`src/rtl/tr_step_tracker.sv`:
```
// Tracking-mode stepper controller: position error -> step period -> step/dir/enable pins.
// Two-stage error/period pipeline feeding a four-state tracker with an internal pulse generator.
module tr_step_tracker #(
  parameter int WIDTH_IN    = 12,
  parameter int WIDTH_WORK  = 16,
  parameter int K_WIDTH     = 20,
  parameter int FRAC_BITS   = 4,
  parameter int N_MIN       = 128,
  parameter int PULSE_WIDTH = 50,
  parameter int DIR_SETUP   = 100
) (
  input  logic                  clk,
  input  logic                  rst,
  input  logic                  data_valid,
  input  logic                  tr_mode_enable,
  input  logic [WIDTH_IN-1:0]   x0,
  input  logic [WIDTH_WORK-1:0] x,
  input  logic [WIDTH_WORK-1:0] dx1,
  input  logic [WIDTH_WORK-1:0] dx2,
  input  logic [WIDTH_WORK-1:0] F1,
  input  logic [WIDTH_WORK-1:0] F2,
  input  logic [K_WIDTH-1:0]    k,
  input  logic [WIDTH_WORK-1:0] dz_in,
  input  logic [WIDTH_WORK-1:0] dz_out,
  output logic [WIDTH_WORK-1:0] N,
  output logic                  drv_step,
  output logic                  drv_dir,
  output logic                  drv_enable_SM,
  output logic [WIDTH_WORK-1:0] step_cnt
);

  localparam int PROD_W = K_WIDTH + WIDTH_WORK;
  localparam int PW_W   = $clog2(PULSE_WIDTH + 1);
  localparam int DS_W   = $clog2(DIR_SETUP + 1);
  localparam logic [WIDTH_WORK-1:0] N_MIN_W = WIDTH_WORK'(N_MIN);
  localparam logic [PW_W-1:0]       PW_LD   = PW_W'(PULSE_WIDTH - 1);
  localparam logic [DS_W-1:0]       DS_LD   = DS_W'(DIR_SETUP - 1);

  typedef enum logic [1:0] {IDLE, TO_ZERO, IN_DZ, DIR_CHANGE} state_t;

  logic [WIDTH_WORK-1:0] x0_ext;
  logic [WIDTH_WORK-1:0] dx_d, dx_q, n_d, n_q, n_lin, p_eff;
  logic                  sgn_d, sgn_q, vld_d, vld_q;
  logic [WIDTH_WORK-1:0] lin_diff;
  logic [PROD_W-1:0]     lin_prod;
  logic [PROD_W:0]       lin_sum;

  state_t                st_d, st_q;
  logic                  step_d, step_q, dir_d, dir_q, en_d, en_q;
  logic [WIDTH_WORK-1:0] scnt_d, scnt_q, per_d, per_q;
  logic [PW_W-1:0]       pw_d, pw_q;
  logic [DS_W-1:0]       dw_d, dw_q;

  assign x0_ext = {{(WIDTH_WORK-WIDTH_IN){1'b0}}, x0};

  // Stage 1: magnitude/sign of the error, held between strobes.
  always_comb begin
    dx_d  = dx_q;
    sgn_d = sgn_q;
    vld_d = data_valid;
    if (data_valid) begin
      if (x <= x0_ext) begin
        dx_d  = x0_ext - x;
        sgn_d = 1'b1;
      end else begin
        dx_d  = x - x0_ext;
        sgn_d = 1'b0;
      end
    end
  end

  // Stage 2: piecewise-linear period law, recomputed only on a fresh sample.
  always_comb begin
    lin_diff = dx_q - dx1;
    lin_prod = PROD_W'(k) * PROD_W'(lin_diff);
    lin_sum  = {1'b0, lin_prod >> FRAC_BITS} + {{(PROD_W+1-WIDTH_WORK){1'b0}}, F1};
    n_lin    = (|lin_sum[PROD_W:WIDTH_WORK]) ? '1 : lin_sum[WIDTH_WORK-1:0];
    n_d      = n_q;
    if (vld_q) begin
      if (dx_q >= dx2)      n_d = F2;
      else if (dx_q >= dx1) n_d = n_lin;
      else                  n_d = F1;
    end
  end

  always_ff @(posedge clk or posedge rst) begin
    if (rst) begin
      dx_q  <= '0;
      sgn_q <= 1'b0;
      vld_q <= 1'b0;
      n_q   <= '0;
    end else begin
      dx_q  <= dx_d;
      sgn_q <= sgn_d;
      vld_q <= vld_d;
      n_q   <= n_d;
    end
  end

  assign p_eff = (n_q < N_MIN_W) ? N_MIN_W : n_q;

  always_comb begin
    st_d   = st_q;
    step_d = step_q;
    dir_d  = dir_q;
    en_d   = en_q;
    scnt_d = scnt_q;
    per_d  = per_q;
    pw_d   = pw_q;
    dw_d   = dw_q;
    if (per_q != '0) per_d = per_q - 1'b1;
    if (step_q) begin
      if (pw_q == '0) step_d = 1'b0;
      else            pw_d   = pw_q - 1'b1;
    end
    if (!tr_mode_enable) begin
      st_d   = IDLE;
      step_d = 1'b0;
      en_d   = 1'b0;
    end else begin
      case (st_q)
        IDLE: begin
          st_d   = TO_ZERO;
          scnt_d = '0;
          dir_d  = sgn_q;
          en_d   = 1'b1;
          per_d  = '0;
        end
        TO_ZERO: begin
          if (dx_q <= dz_in) begin
            st_d   = IN_DZ;
            en_d   = 1'b0;
            step_d = 1'b0;
          end else if (sgn_q != dir_q) begin
            st_d = DIR_CHANGE;
            dw_d = DS_LD;
          end else if (per_q == '0) begin
            step_d = 1'b1;
            pw_d   = PW_LD;
            per_d  = p_eff - 1'b1;
            scnt_d = scnt_q + 1'b1;
          end
        end
        IN_DZ: begin
          if (dx_q >= dz_out) begin
            en_d  = 1'b1;
            per_d = '0;
            if (sgn_q == dir_q) begin
              st_d = TO_ZERO;
            end else begin
              st_d = DIR_CHANGE;
              dw_d = DS_LD;
            end
          end
        end
        DIR_CHANGE: begin
          // Dwell only starts counting once the in-flight pulse has dropped.
          if (step_q) begin
            dw_d = DS_LD;
          end else if (dw_q == '0) begin
            dir_d = sgn_q;
            st_d  = TO_ZERO;
            per_d = '0;
          end else begin
            dw_d = dw_q - 1'b1;
          end
        end
        default: st_d = IDLE;
      endcase
    end
  end

  always_ff @(posedge clk or posedge rst) begin
    if (rst) begin
      st_q   <= IDLE;
      step_q <= 1'b0;
      dir_q  <= 1'b0;
      en_q   <= 1'b0;
      scnt_q <= '0;
      per_q  <= '0;
      pw_q   <= '0;
      dw_q   <= '0;
    end else begin
      st_q   <= st_d;
      step_q <= step_d;
      dir_q  <= dir_d;
      en_q   <= en_d;
      scnt_q <= scnt_d;
      per_q  <= per_d;
      pw_q   <= pw_d;
      dw_q   <= dw_d;
    end
  end

  assign N             = n_q;
  assign drv_step      = step_q;
  assign drv_dir       = dir_q;
  assign drv_enable_SM = en_q;
  assign step_cnt      = scnt_q;

endmodule

```
`config.mk`:
```
export PLATFORM = sky130hd
export DESIGN_NAME = tr_step_tracker
export DESIGN_NICKNAME = d
export VERILOG_FILES = /design/src/rtl/tr_step_tracker.sv
export SDC_FILE = /design/constraint.sdc
export NUM_CORES = 1
export LEC_CHECK = 0
export ABC_AREA = 1
export CAP_MARGIN = 15
export CORE_UTILIZATION = 34
export CTS_CLUSTER_SIZE = 12
export DETAILED_ROUTE_END_ITERATION = 6
export GPL_ROUTABILITY_DRIVEN = 0
export PLACE_DENSITY = 0.55
export SLEW_MARGIN = 20
export SYNTH_ARGS = -nofsm -noshare
export SYNTH_HDL_FRONTEND = slang
export SYNTH_SLANG_ARGS = --single-unit
```
`constraint.sdc`:
```
create_clock -name clk -period 19.2 [get_ports clk]
set_clock_uncertainty 0.2 [all_clocks]
set_input_delay 1.92 -clock clk [delete_from_list [all_inputs] [get_ports clk]]
set_output_delay 1.92 -clock clk [all_outputs]
set_load 0.01 [all_outputs]
```
==> results of run 1 <==
layout make-up:
cell class / count / share of cell area (%)
well taps: 782 / 4.140
multi-input cells: 2123 / 66.96
clock buffers: 10 / 1.011
inverters: 682 / 10.84
flip-flops and latches: 84 / 8.893
clock inverters: 6 / 0.1959
repair buffers: 190 / 7.961
metal layers:
metal,vias to the layer above,part of all wire [%],global-route usage [%]
met2,483,49,36.65
met1,8889,45,27.31
met3,65,4.8,1.944
li1,9266,-,-
met4,2,2.0,4.568
met5,-,0.021,0
synth_stat cells, drive strengths merged (11+ instances only):
cell    number  share of area (%)
nand4       29               0.93
clkinv      11               0.20
ha         223                 13
xnor2       29                1.2
nor3        31               0.80
or2         20               0.60
clkbuf      43               0.78
nand3      114                3.4
nor2       410                8.0
a31oi       17               0.51
dfrtp       84                 10
buf         12               0.48
o21ai       97                2.4
nand2      632                 12
fa         254                 24
inv        671                 12
a21oi      148                3.7
xor2        50                2.1
how the worst min path moves through the flow:
stage,from,to,slack (ps)
finish,dx_q[0],dx_q[0],290
global route,step_cnt[5],step_cnt[6],340
CTS,dx_q[0],dx_q[0],290
detailed placement,dx_q[0],dx_q[0],270
global placement,dx_q[0],dx_q[0],270
floorplan,dx_q[0],dx_q[0],250
cell families (layout without fill, tap and decap cells):
group                    after synthesis  count (layout)
multiplexers                           2               2
AND/OR/NAND/NOR                     1252            1252
AO/OA/AOI/OAI                        313             313
XOR/XNOR                              79              79
adder cells (fa/ha/maj)              477             477
flip-flops                            84              84
buffers and inverters                739             888
flip-flops by register name, indices dropped and copies added (netlist names):
register       flops
N                 16
dx_q              16
per_q             16
step_cnt          16
dw_q               7
pw_q               6
st_q               2
drv_dir            1
drv_enable_SM      1
drv_step           1
sgn_q              1
vld_q              1
worst max-delay path: cells and delay by family:
kind	cells	cell delay (ps)
AO/OA/AOI/OAI	8	1100
XOR/XNOR	1	170
adder cells (fa/ha/maj)	9	4030
AND/OR/NAND/NOR	22	3030
buffers and inverters	11	1590
through the flow:
| stage | std cells | utilization, % | hold slack, ps | cell area (um2) | setup WS, ps |
|---|---|---|---|---|---|
| final | 3877 | 39.16 | 285.7 | 23640 | 7380 |
| after global routing | 3877 | 39.16 | 335.7 | 23640 | 6594 |
| after CTS | 3877 | 39.16 | 289.1 | 23640 | 7443 |
| after detailed placement | 3861 | 38.69 | 273.3 | 23350 | 7073 |
| after global placement | 3861 | 38.69 | 269.2 | 23350 | 7162 |
| after floorplan | 2946 | - | 253.0 | 20770 | 8768 |
==> flow_metrics.tcl, run 1 <==
set metrics [dict create \
    slowest_stage "inv_1" \
    synthArstFlopShare_pct 100.0 \
    synthSimpleGateAreaFrac_pct 26.30 \
    finalMaxSlewViolations 0 \
    synth_compound_area_share_pct 8.513 \
    cts_tree "done" \
    cp.required_ps 19250 \
    layout.area.seq_um2 2102 \
    synth_cells 2946 \
    worst-path-max-fanout 16 \
    layout_commonest_cell "inv_1" \
    cp_slowest_stage_delay_ps 540 \
    layout_common_cells "inv_1 (659), nand2_1 (596), nor2_1 (385)" \
    vias 18705 \
    post-route-period-util_pct 61.56 \
    synth_mux_area_share_pct 0.1084 \
    synthAdderAreaFrac_pct 37.92 \
    cts_hold_buf 0 \
    synth_seq_cells 84 \
    cp-end-kind "register" \
    cts_sinks 84 \
    wl_um 62250 \
    cp-startpoint "dx1[2]" \
    yosysWarningCount 0 \
    grt_max_degree 65 \
    grt_pass1_vias 19028 \
    start_kind "input pin" \
    h-tree-depth 3 \
    clk_latency_ps 360 \
    fmax_ghz 0.08460 \
    ys_seq_area_share_pct 10.12 \
    dp_hpwl_um 53310 \
    status "finished, final reports clean" \
    initial_core_util_pct 34.41 \
    fill_cells 6458 \
    synth_edf_count 0 \
    dieArea_um2 62080 \
    synth_cell_type_count 67 \
    reg2reg_slack_ps 8960 \
    cts_root_buffer "clkbuf_16" \
    synth_top_family_by_area "adder cells" \
    r2r-start "dx_q[2]" \
    cts_buffers 9 \
    worstHoldPathType "reg2reg" \
    core_area_um2 60360 \
    crit_arrival_ps 11870 \
    drc_errors 0 \
    first_pass_iters 6 \
    antenna_found_initial 1 \
    vias_per_cell 4.825 \
    drive_gt1_share_pct 5.137 \
    synth-xor-area-share_pct 3.368 \
    postRouteAntennaNets 0 \
    path_clk_slew_ps 70 \
    cts_resized 0 \
    syn-cell-area_um2 20770 \
    fp.dieH_um 249.2 \
    rr_worst_depth 49 \
    post-route-min-period_ps 11820 \
    synth_nets 3571 \
    reg2reg_to "N[9]" \
    globalRouteOverflowTotal 0 \
    drtIter0Drc 1093 \
    pin_count 183 \
    cts_setup_buffers 0 \
    maxSlewHeadroom_pct 39.10 \
    setup_viol 0 \
    num_rows 90 \
    diodes 0 \
    crit_type "in2reg" \
    worst_slew_pin_slew_ps 910.4 \
    numPortBuffers 182 \
    rsz0062_at_grt "no" \
    worstSetupEndpoint "N[9]" \
    finalHoldViolCount 0 \
    grt_usage_pct 20.74 \
    cap_violations 0 \
    hold_depth 2 \
    wl_per_cell_um 16.06 \
    multi_input_area_um2 15830 \
    cp_common_cell "nand2_1" \
    grt_pass1_wl_um 102700 \
    syn_avg_cell_area_um2 7.050 \
    syn2layout_area_growth_pct 13.81 \
    fin_nets 3715 \
    final.setup.tns_ps 0 \
    clockBufferDepth 2 \
    yosys_most_used_dff "dfrtp_1" \
    fp.dieW_um 249.2 \
]
Power of run 1 is not shown: default switching activity piles up to over one toggle a cycle in this logic, so the estimate is an artifact.
==> run 2: changes to the inputs <==
- PLACE_DENSITY: 0.55 -> 0.57
- clock period: 19.2 -> 10.28 ns (I/O delays scaled with it)
==> run 2 against run 1 <==
Routed wire length decreased by 0.92%; cell count increased by 2.2%; critical path depth decreased by 5; count of clock-buffer cells in the layout decreased by 1; largest cell class unchanged; critical endpoint is now N[12]; sequential share of layout area decreased by 0.28 points; setup slack got worse by 6800 ps; first-iteration DRC count increased by 0.73%; via count increased by 1.8%.
==> flow_metrics.tcl, run 2 (synthesis results as in run 1) <==
set metrics [dict create \
    status "finished, final reports clean" \
    wl_per_cell_um 15.57 \
    h-tree-depth 3 \
    initial_core_util_pct 34.41 \
    hold_depth 2 \
    wl_met1_um 27520 \
    reg2reg_slack_ps 1280 \
    fmax_ghz 0.1035 \
    r2r-start "dx_q[0]" \
    cts_buffers 9 \
    slowest_stage "fa_1" \
    cp-end-kind "register" \
    final.setup.tns_ps 0 \
    post-route-min-period_ps 9663 \
    core_area_um2 60360 \
    drtIter0Drc 1101 \
    globalRouteOverflowTotal 0 \
    vias_per_cell 4.805 \
    syn2layout_area_growth_pct 17.57 \
    grt_usage_pct 20.40 \
    drc_errors 0 \
    dp_hpwl_um 53100 \
    worst_slew_pin_slew_ps 819.2 \
    layout_common_cells "inv_1 (655), nand2_1 (594), nor2_1 (380)" \
    hold_start "dx_q[0]" \
    num_rows 90 \
    numPortBuffers 182 \
    setup_viol 0 \
    fp.dieH_um 249.2 \
    fin_nets 3801 \
    cp.required_ps 10330 \
    top_layer_used "met5" \
    fp.dieW_um 249.2 \
    cp_slowest_stage_delay_ps 510 \
    layout_commonest_cell "inv_1" \
    grt_max_degree 76 \
    crit_type "in2reg" \
    first_pass_iters 6 \
    cts_sinks 84 \
    start_kind "input pin" \
    crit_arrival_ps 9710 \
    rsz0062_at_grt "no" \
    worstHoldPathType "reg2reg" \
    diodes 0 \
    rr_worst_depth 46 \
    maxSlewHeadroom_pct 45.22 \
    finalHoldViolCount 0 \
    wl_um 61680 \
    post-route-period-util_pct 94.00 \
    grt_pass1_vias 19122 \
    reg2reg_to "N[12]" \
    clk_latency_ps 360 \
    cts_root_buffer "clkbuf_16" \
    final_cell_count_no_fill 3962 \
    path_clk_slew_ps 70 \
    dieArea_um2 62080 \
    cts_hold_buf 0 \
    vias 19037 \
    grt_pass1_wl_um 101200 \
    pin_count 183 \
    clockBufferDepth 2 \
    placedCellCount 3941 \
    wl_met3_um 3529 \
    whs_endpoint "dx_q[0]" \
    finalMaxSlewViolations 0 \
    cts_tree "done" \
    antenna_found_initial 1 \
    drive_gt1_share_pct 8.365 \
    cap_violations 0 \
    cp_common_cell "nand2_1" \
    postRouteAntennaNets 0 \
    dr_wl_met2_um 29390 \
    worst-path-max-fanout 16 \
    cp-startpoint "dx1[0]" \
]
-- run 2: changes by cell type in the layout (fill, tap and decap cells not counted), sizes merged --
cell	previous run	this run
clkbuf	10	9
clkdlybuf4s50	182	181
buf	8	94
clkinvlp	2	3
dlymetal6s2s	0	1
clkinv	14	15
inv	672	670
-- run 2: cell type report --
cell class	count	area, um2
Tap cell	782	978.4
Multi-Input combinational cell	2123	15920
Timing Repair Buffer	276	2571
Clock buffer	9	225.2
Clock inverter	6	50.05
Fill cell	6409	35940
Inverter	682	2567
Sequential cell	84	2102
-- run 2: timing repair --
action,4_1_cts,5_1_grt
buffers inserted,0,5
endpoints found under the hold margin,0,0
endpoints found under the setup margin,0,16
gates resized for setup,0,27
-- run 2: how the worst max path moves through the flow --
stage | end | cells past startpoint | slack [ps]
floorplan | N[7] | 50 | 740
global placement | N[9] | 51 | 170
detailed placement | N[9] | 48 | 1
CTS | N[9] | 48 | 340
global route | N[1] | 49 | 20
finish | N[12] | 46 | 620
-- run 2: metrics by stage --
| step | hold slack [ps] | worst slack (ps) | area (um2) | util (%) |
|---|---|---|---|---|
| 5_1_grt | 349.4 | 20.98 | 24420 | 40.45 |
| 3_5_place_dp | 273.1 | 0.9699 | 23980 | 39.72 |
| 6_report | 285.9 | 617.1 | 24420 | 40.45 |
| 4_1_cts | 288.1 | 341.8 | 24250 | 40.18 |
| 3_3_place_gp | 268.9 | 173.4 | 23980 | 39.72 |
| 2_1_floorplan | 253.0 | 739.5 | 20770 | - |
-- run 2: layer usage --
metal | track usage (%) | vias up
li1 | - | 9441
met1 | 26.86 | 8989
met2 | 35.40 | 532
met3 | 2.612 | 73
met4 | 4.762 | 2
met5 | 0 | -
-- run 2: worst max-delay path: cells and delay by family --
family	cells	cell delay (ps)
buffers and inverters	9	1160
adder cells (fa/ha/maj)	10	4050
AND/OR/NAND/NOR	18	2080
AO/OA/AOI/OAI	7	970
XOR/XNOR	2	410
Power of run 2 is left out for the same reason.
==> variant 1: new RTL, settings of run 2 <==
Set the parameter `DIR_SETUP` to 150 (it was 100).
--- a/src/rtl/tr_step_tracker.sv
+++ b/src/rtl/tr_step_tracker.sv
@@ -7,7 +7,7 @@
   parameter int FRAC_BITS   = 4,
   parameter int N_MIN       = 128,
   parameter int PULSE_WIDTH = 50,
-  parameter int DIR_SETUP   = 100
+  parameter int DIR_SETUP   = 150
 ) (
   input  logic                  clk,
   input  logic                  rst,
Function: not settled (the Yosys comparison gave no result); the edit may change what the design does.
==> variant 1 against run 2 <==
- the run now ends with design-rule violations left
- cell area fell by 0.62%
- worst setup slack lost 82 ps
- area after synthesis is 0.26% higher
- synthesized cell count up 1.8%
- via count shrank 0.43%
- sequential cell count increased by 1
- wire length increased by 0.31%
- highest routed layer is now met4
Power is not shown: default switching activity piles up to over one toggle a cycle in this logic, so the estimate is an artifact.
==> variant 1: results <==
group,metric,value,unit
worst_hold_path,min-delay-start,"dx_q[0]",
cts,cts.path.max_buffers,2,
worst_setup_path,worst_r2r_startpoint,"dx_q[0]",
synthesis,synth_commonest_cells,"671 x sky130_fd_sc_hd__inv_1, 659 x sky130_fd_sc_hd__nand2_1, 383 x sky130_fd_sc_hd__nor2_1, 254 x sky130_fd_sc_hd__fa_1, 223 x sky130_fd_sc_hd__ha_1",
worst_setup_path,setup.reg_to_reg.worst_slack,1150,ps
global_route,grt-ovfl-total,0,
cts,clk_latency,360,ps
worst_setup_path,critical_path_arrival,9790,ps
synthesis,ys_seq_area_share,10.2,%
route,drt_first_pass_iters,7,
global_route,global_route_wire_length_before_repair,102000,µm
worst_setup_path,critPathLaunchType,"primary input",
synthesis,ys_warn_count,0,
route,initialDrtViolationCount,1054,
finish,layout_cell_share_with_drive_strength_beyond_1,6.20,%
synthesis,synth.top_cells.by_area,"sky130_fd_sc_hd__fa_1 24%, sky130_fd_sc_hd__ha_1 13%, sky130_fd_sc_hd__inv_1 12%",
placed_design,dp_slack,-65.2,ps
worst_setup_path,worst_r2r_path_depth,48,
global_route,grt_pass1_vias,19200,
cts,clk_transition_reported_paths,70,ps
finish,fillers,6327,
worst_setup_path,critPathTopFamily,"adder cells",
worst_setup_path,cp_slowest_cell,"sky130_fd_sc_hd__fa_1",
route,detail_route.vias_per_cell,4.77,
global_route,antenna_found_initial,1,
synthesis,synth_top_flop_cell,"sky130_fd_sc_hd__dfrtp_1",
cts,clock_tree.htree_level_count,3,
placed_design,place_hpwl,53400,µm
route,post-route-drc-count,4,
finish,design.final.nets,3817,
global_route,globalRouteTotalUtil,20.3,%
route,postRouteWirelength,61900,µm
worst_setup_path,critical-path-max-stage-delay,530,ps
placed_design,io_buffer_count,182,
worst_setup_path,regToRegEndpoint,"N[11]",
status,failed_checks,"design-rule violations",
synthesis,synthesis.nets,3625,
worst_hold_path,hold_class,"reg2reg",
cts,ctsRootBufferMaster,"sky130_fd_sc_hd__clkbuf_16",
status,run_status,"complete, but fails checks",
synthesis,synthDistinctLibCells,58,
sta,timing_worst_slew_pin_value,916,ps
global_route,grt_start_max_net_pins,62,
worst_setup_path,critPathMaxFanout,15,
worst_hold_path,worstHoldPathCells,2,
worst_hold_path,hold-path-endpoint,"dx_q[0]",
sta,timing.hold.ws,286,ps
## variant 1: cell type report
type                    count  area (µm²)  area share (%)
clock buffers               9         225           0.928
flip-flops and latches     85        2130            8.77
well taps                 782         978            4.03
multi-input cells        2166       15900            65.7
repair buffers            239        2320            9.58
clock inverters             6        72.6           0.299
repair inverters            1        5.00          0.0206
inverters                 690        2590            10.7
## variant 1: kinds of logic (layout without fill, tap and decap cells)
| logic type | Yosys count | count (layout) | synth area share, % |
|---|---|---|---|
| XOR/XNOR | 82 | 82 | 3.49 |
| AND/OR/NAND/NOR | 1300 | 1300 | 26.5 |
| AO/OA/AOI/OAI | 306 | 306 | 8.30 |
| adder cells (fa/ha/maj) | 477 | 477 | 37.8 |
| buffers and inverters | 749 | 945 | 13.7 |
| flip-flops | 85 | 85 | 10.2 |
| multiplexers | 1 | 1 | 0.0541 |
## variant 1: worst max-delay path by stage
stage / from / endpoint / slack (ps)
floorplan: dx1[0] / N[0] / 980
CTS: dx1[2] / N[11] / 290
global placement: dx1[0] / N[11] / -20
global route: dx1[0] / N[7] / -80
detailed placement: dx1[2] / N[11] / -70
finish: dx1[0] / N[11] / 530
## variant 1: stage by stage
step,utilization (%),area [µm²],cells
3_3_place_gp,39.4,23800,3957
3_5_place_dp,39.4,23800,3957
4_1_cts,39.9,24100,3972
6_report,40.1,24300,3978
2_1_floorplan,-,20800,3000
5_1_grt,40.1,24300,3978
## variant 1: metal layers
metal	vias up	global-route usage (%)	part of all wire [%]
met4	0	3.39	1.3
met3	50	2.89	5.3
li1	9511	-	-
met5	-	0	0
met2	405	34.0	47
met1	8990	28.0	47
## variant 1: what timing repair did
action                                  4_1_cts  5_1_grt
setup buffers                                 0        5
gates resized for setup                       0       24
endpoints found under the setup margin        0       16
endpoints found under the hold margin         0        0
==> variant 2: new RTL, flow settings as in run 2 <==
Made on the original files. Register the input `x` before use. The logic sees it one clock later. The other inputs are not delayed to match.
--- a/src/rtl/tr_step_tracker.sv
+++ b/src/rtl/tr_step_tracker.sv
@@ -38,6 +38,12 @@
 
   typedef enum logic [1:0] {IDLE, TO_ZERO, IN_DZ, DIR_CHANGE} state_t;
 
+  logic [WIDTH_WORK-1:0] x_q;
+
+  always_ff @(posedge clk) begin
+    x_q <= x;
+  end
+
   logic [WIDTH_WORK-1:0] x0_ext;
   logic [WIDTH_WORK-1:0] dx_d, dx_q, n_d, n_q, n_lin, p_eff;
   logic                  sgn_d, sgn_q, vld_d, vld_q;
@@ -59,11 +65,11 @@
     sgn_d = sgn_q;
     vld_d = data_valid;
     if (data_valid) begin
-      if (x <= x0_ext) begin
-        dx_d  = x0_ext - x;
+      if (x_q <= x0_ext) begin
+        dx_d  = x0_ext - x_q;
         sgn_d = 1'b1;
       end else begin
-        dx_d  = x - x0_ext;
+        dx_d  = x_q - x0_ext;
         sgn_d = 1'b0;
       end
     end
Function: changed (Yosys sat finds a counterexample within 4 cycles, from zero or initial values and one cycle with rst high).
==> variant 2 against run 2 <==
- core utilization is 0.40 points higher
- critical path type unchanged
- worst setup slack got worse by 140 ps
- sequential cell count rose by 16
- area after synthesis rose by 3.4%
- sequential share of layout area grew 0.95 points
- wire length increased by 9.8%
- cell area increased by 3.8%
- largest cell class unchanged
- first-iteration DRC count grew 22%
Power is left out: the tool's default activity adds up to more than one toggle a clock period on the data nets, which glitch-free logic cannot reach.
==> variant 2: results <==
group,metric,value,unit
status,run_status,"completed",
synthesis,synth.top_cells.by_area,"sky130_fd_sc_hd__fa_1 24%, sky130_fd_sc_hd__ha_1 13%, sky130_fd_sc_hd__nand2_1 12%",
finish,non_clock_buffer_count_in_the_final_layout,278,
synthesis,synth_commonest_cells,"669 x sky130_fd_sc_hd__nand2_1, 659 x sky130_fd_sc_hd__inv_1, 356 x sky130_fd_sc_hd__nor2_1, 254 x sky130_fd_sc_hd__fa_1, 223 x sky130_fd_sc_hd__ha_1",
route,met3_wirelength,3910,µm
global_route,grt_start_max_net_pins,67,
route,met2RoutedLength,31300,µm
synthesis,synth_compound_area_share,8.21,%
synthesis,synthDistinctLibCells,65,
synthesis,ys_seq_area_share,11.3,%
finish,fillers,6515,
finish,instances_no_fill,4109,
finish,multi_input_area,0.0164,mm²
worst_setup_path,cp_slowest_cell,"sky130_fd_sc_hd__clkdlybuf4s50_1",
cts,clock_tree.htree_level_count,3,
worst_setup_path,critical_path_arrival,9850,ps
finish,n_antenna_cell,1,
placed_design,detailed_place.area,0.0248,mm²
global_route,met1_routing_resource_usage_after_global_routing,29.6,%
worst_setup_path,critical-path-max-stage-delay,560,ps
finish,non_clock_inverter_count,689,
route,drt_first_pass_iters,5,
floorplanning,chipWidth,253,µm
sta,timing.slew.headroom,34.5,%
finish,post-route-cell-area,0.0254,mm²
synthesis,post_synth_xor_xnor_area,3.58,%
route,routedLengthMet1,31300,µm
placed_design,place_hpwl,58700,µm
route,initialDrtViolationCount,1347,
global_route,globalRouteTotalUtil,21.6,%
worst_setup_path,critPathMaxFanout,8,
synthesis,post_synth_fa_ha_maj_area_fraction,36.7,%
route,vias,19700,
cts,post_cts_repair_timing_setup_buffer_count,0,
finish,layout_cell_share_with_drive_strength_beyond_1,8.59,%
finish,flip_flop_and_latch_share_of_the_layout_cell_area,9.55,%
synthesis,multiplexer_share_of_the_synthesized_area,0.151,%
cts,clk_transition_reported_paths,70,ps
finish,layout.nonclk_buf_share,10.2,%
cts,clk_latency,380,ps
worst_hold_path,min-delay-start,"step_cnt[14]",
synthesis,syn-instance-count,3040,
synthesis,synth_top_flop_cell,"sky130_fd_sc_hd__dfrtp_1",
global_route,gr-usage-met3,2.34,%
finish,clock_area_share,1.26,%
global_route,antenna_found_initial,2,
finish,clkbuf_count,12,
-- variant 2: cell types whose count changed in the layout (fill, tap and decap cells not counted), sizes merged, moves of 9 or more --
cell   change
o21ai     -23
nor2      -23
dfxtp     +16
and2       +9
nand4     +27
xor2      +13
nand2     +66
-- variant 2: path summary, 6_finish.rpt --
path	cells past startpoint	slack [ps]	to
min in group asynchronous	2	730	drv_enable_SM
min	1	300	step_cnt[14]
max	47	480	N[10]
max reg2reg	48	950	N[10]
max in group asynchronous	3	7960	N[5]
min reg2reg	1	300	step_cnt[14]
-- variant 2: metrics by stage --
stage          hold slack [ps]  worst slack (ps)
2_1_floorplan              253               839
3_3_place_gp               273             -12.9
3_5_place_dp               292              -242
4_1_cts                    303               123
5_1_grt                    321             -72.1
6_report                   301               480
-- variant 2: worst max-delay path: cells and delay by family --
| family | cells | cell delay, ps |
|---|---|---|
| xor+xnor | 1 | 170 |
| buf+inv | 7 | 1080 |
| simple gates | 22 | 2780 |
| compound gates | 8 | 970 |
| fa+ha+maj | 9 | 3780 |
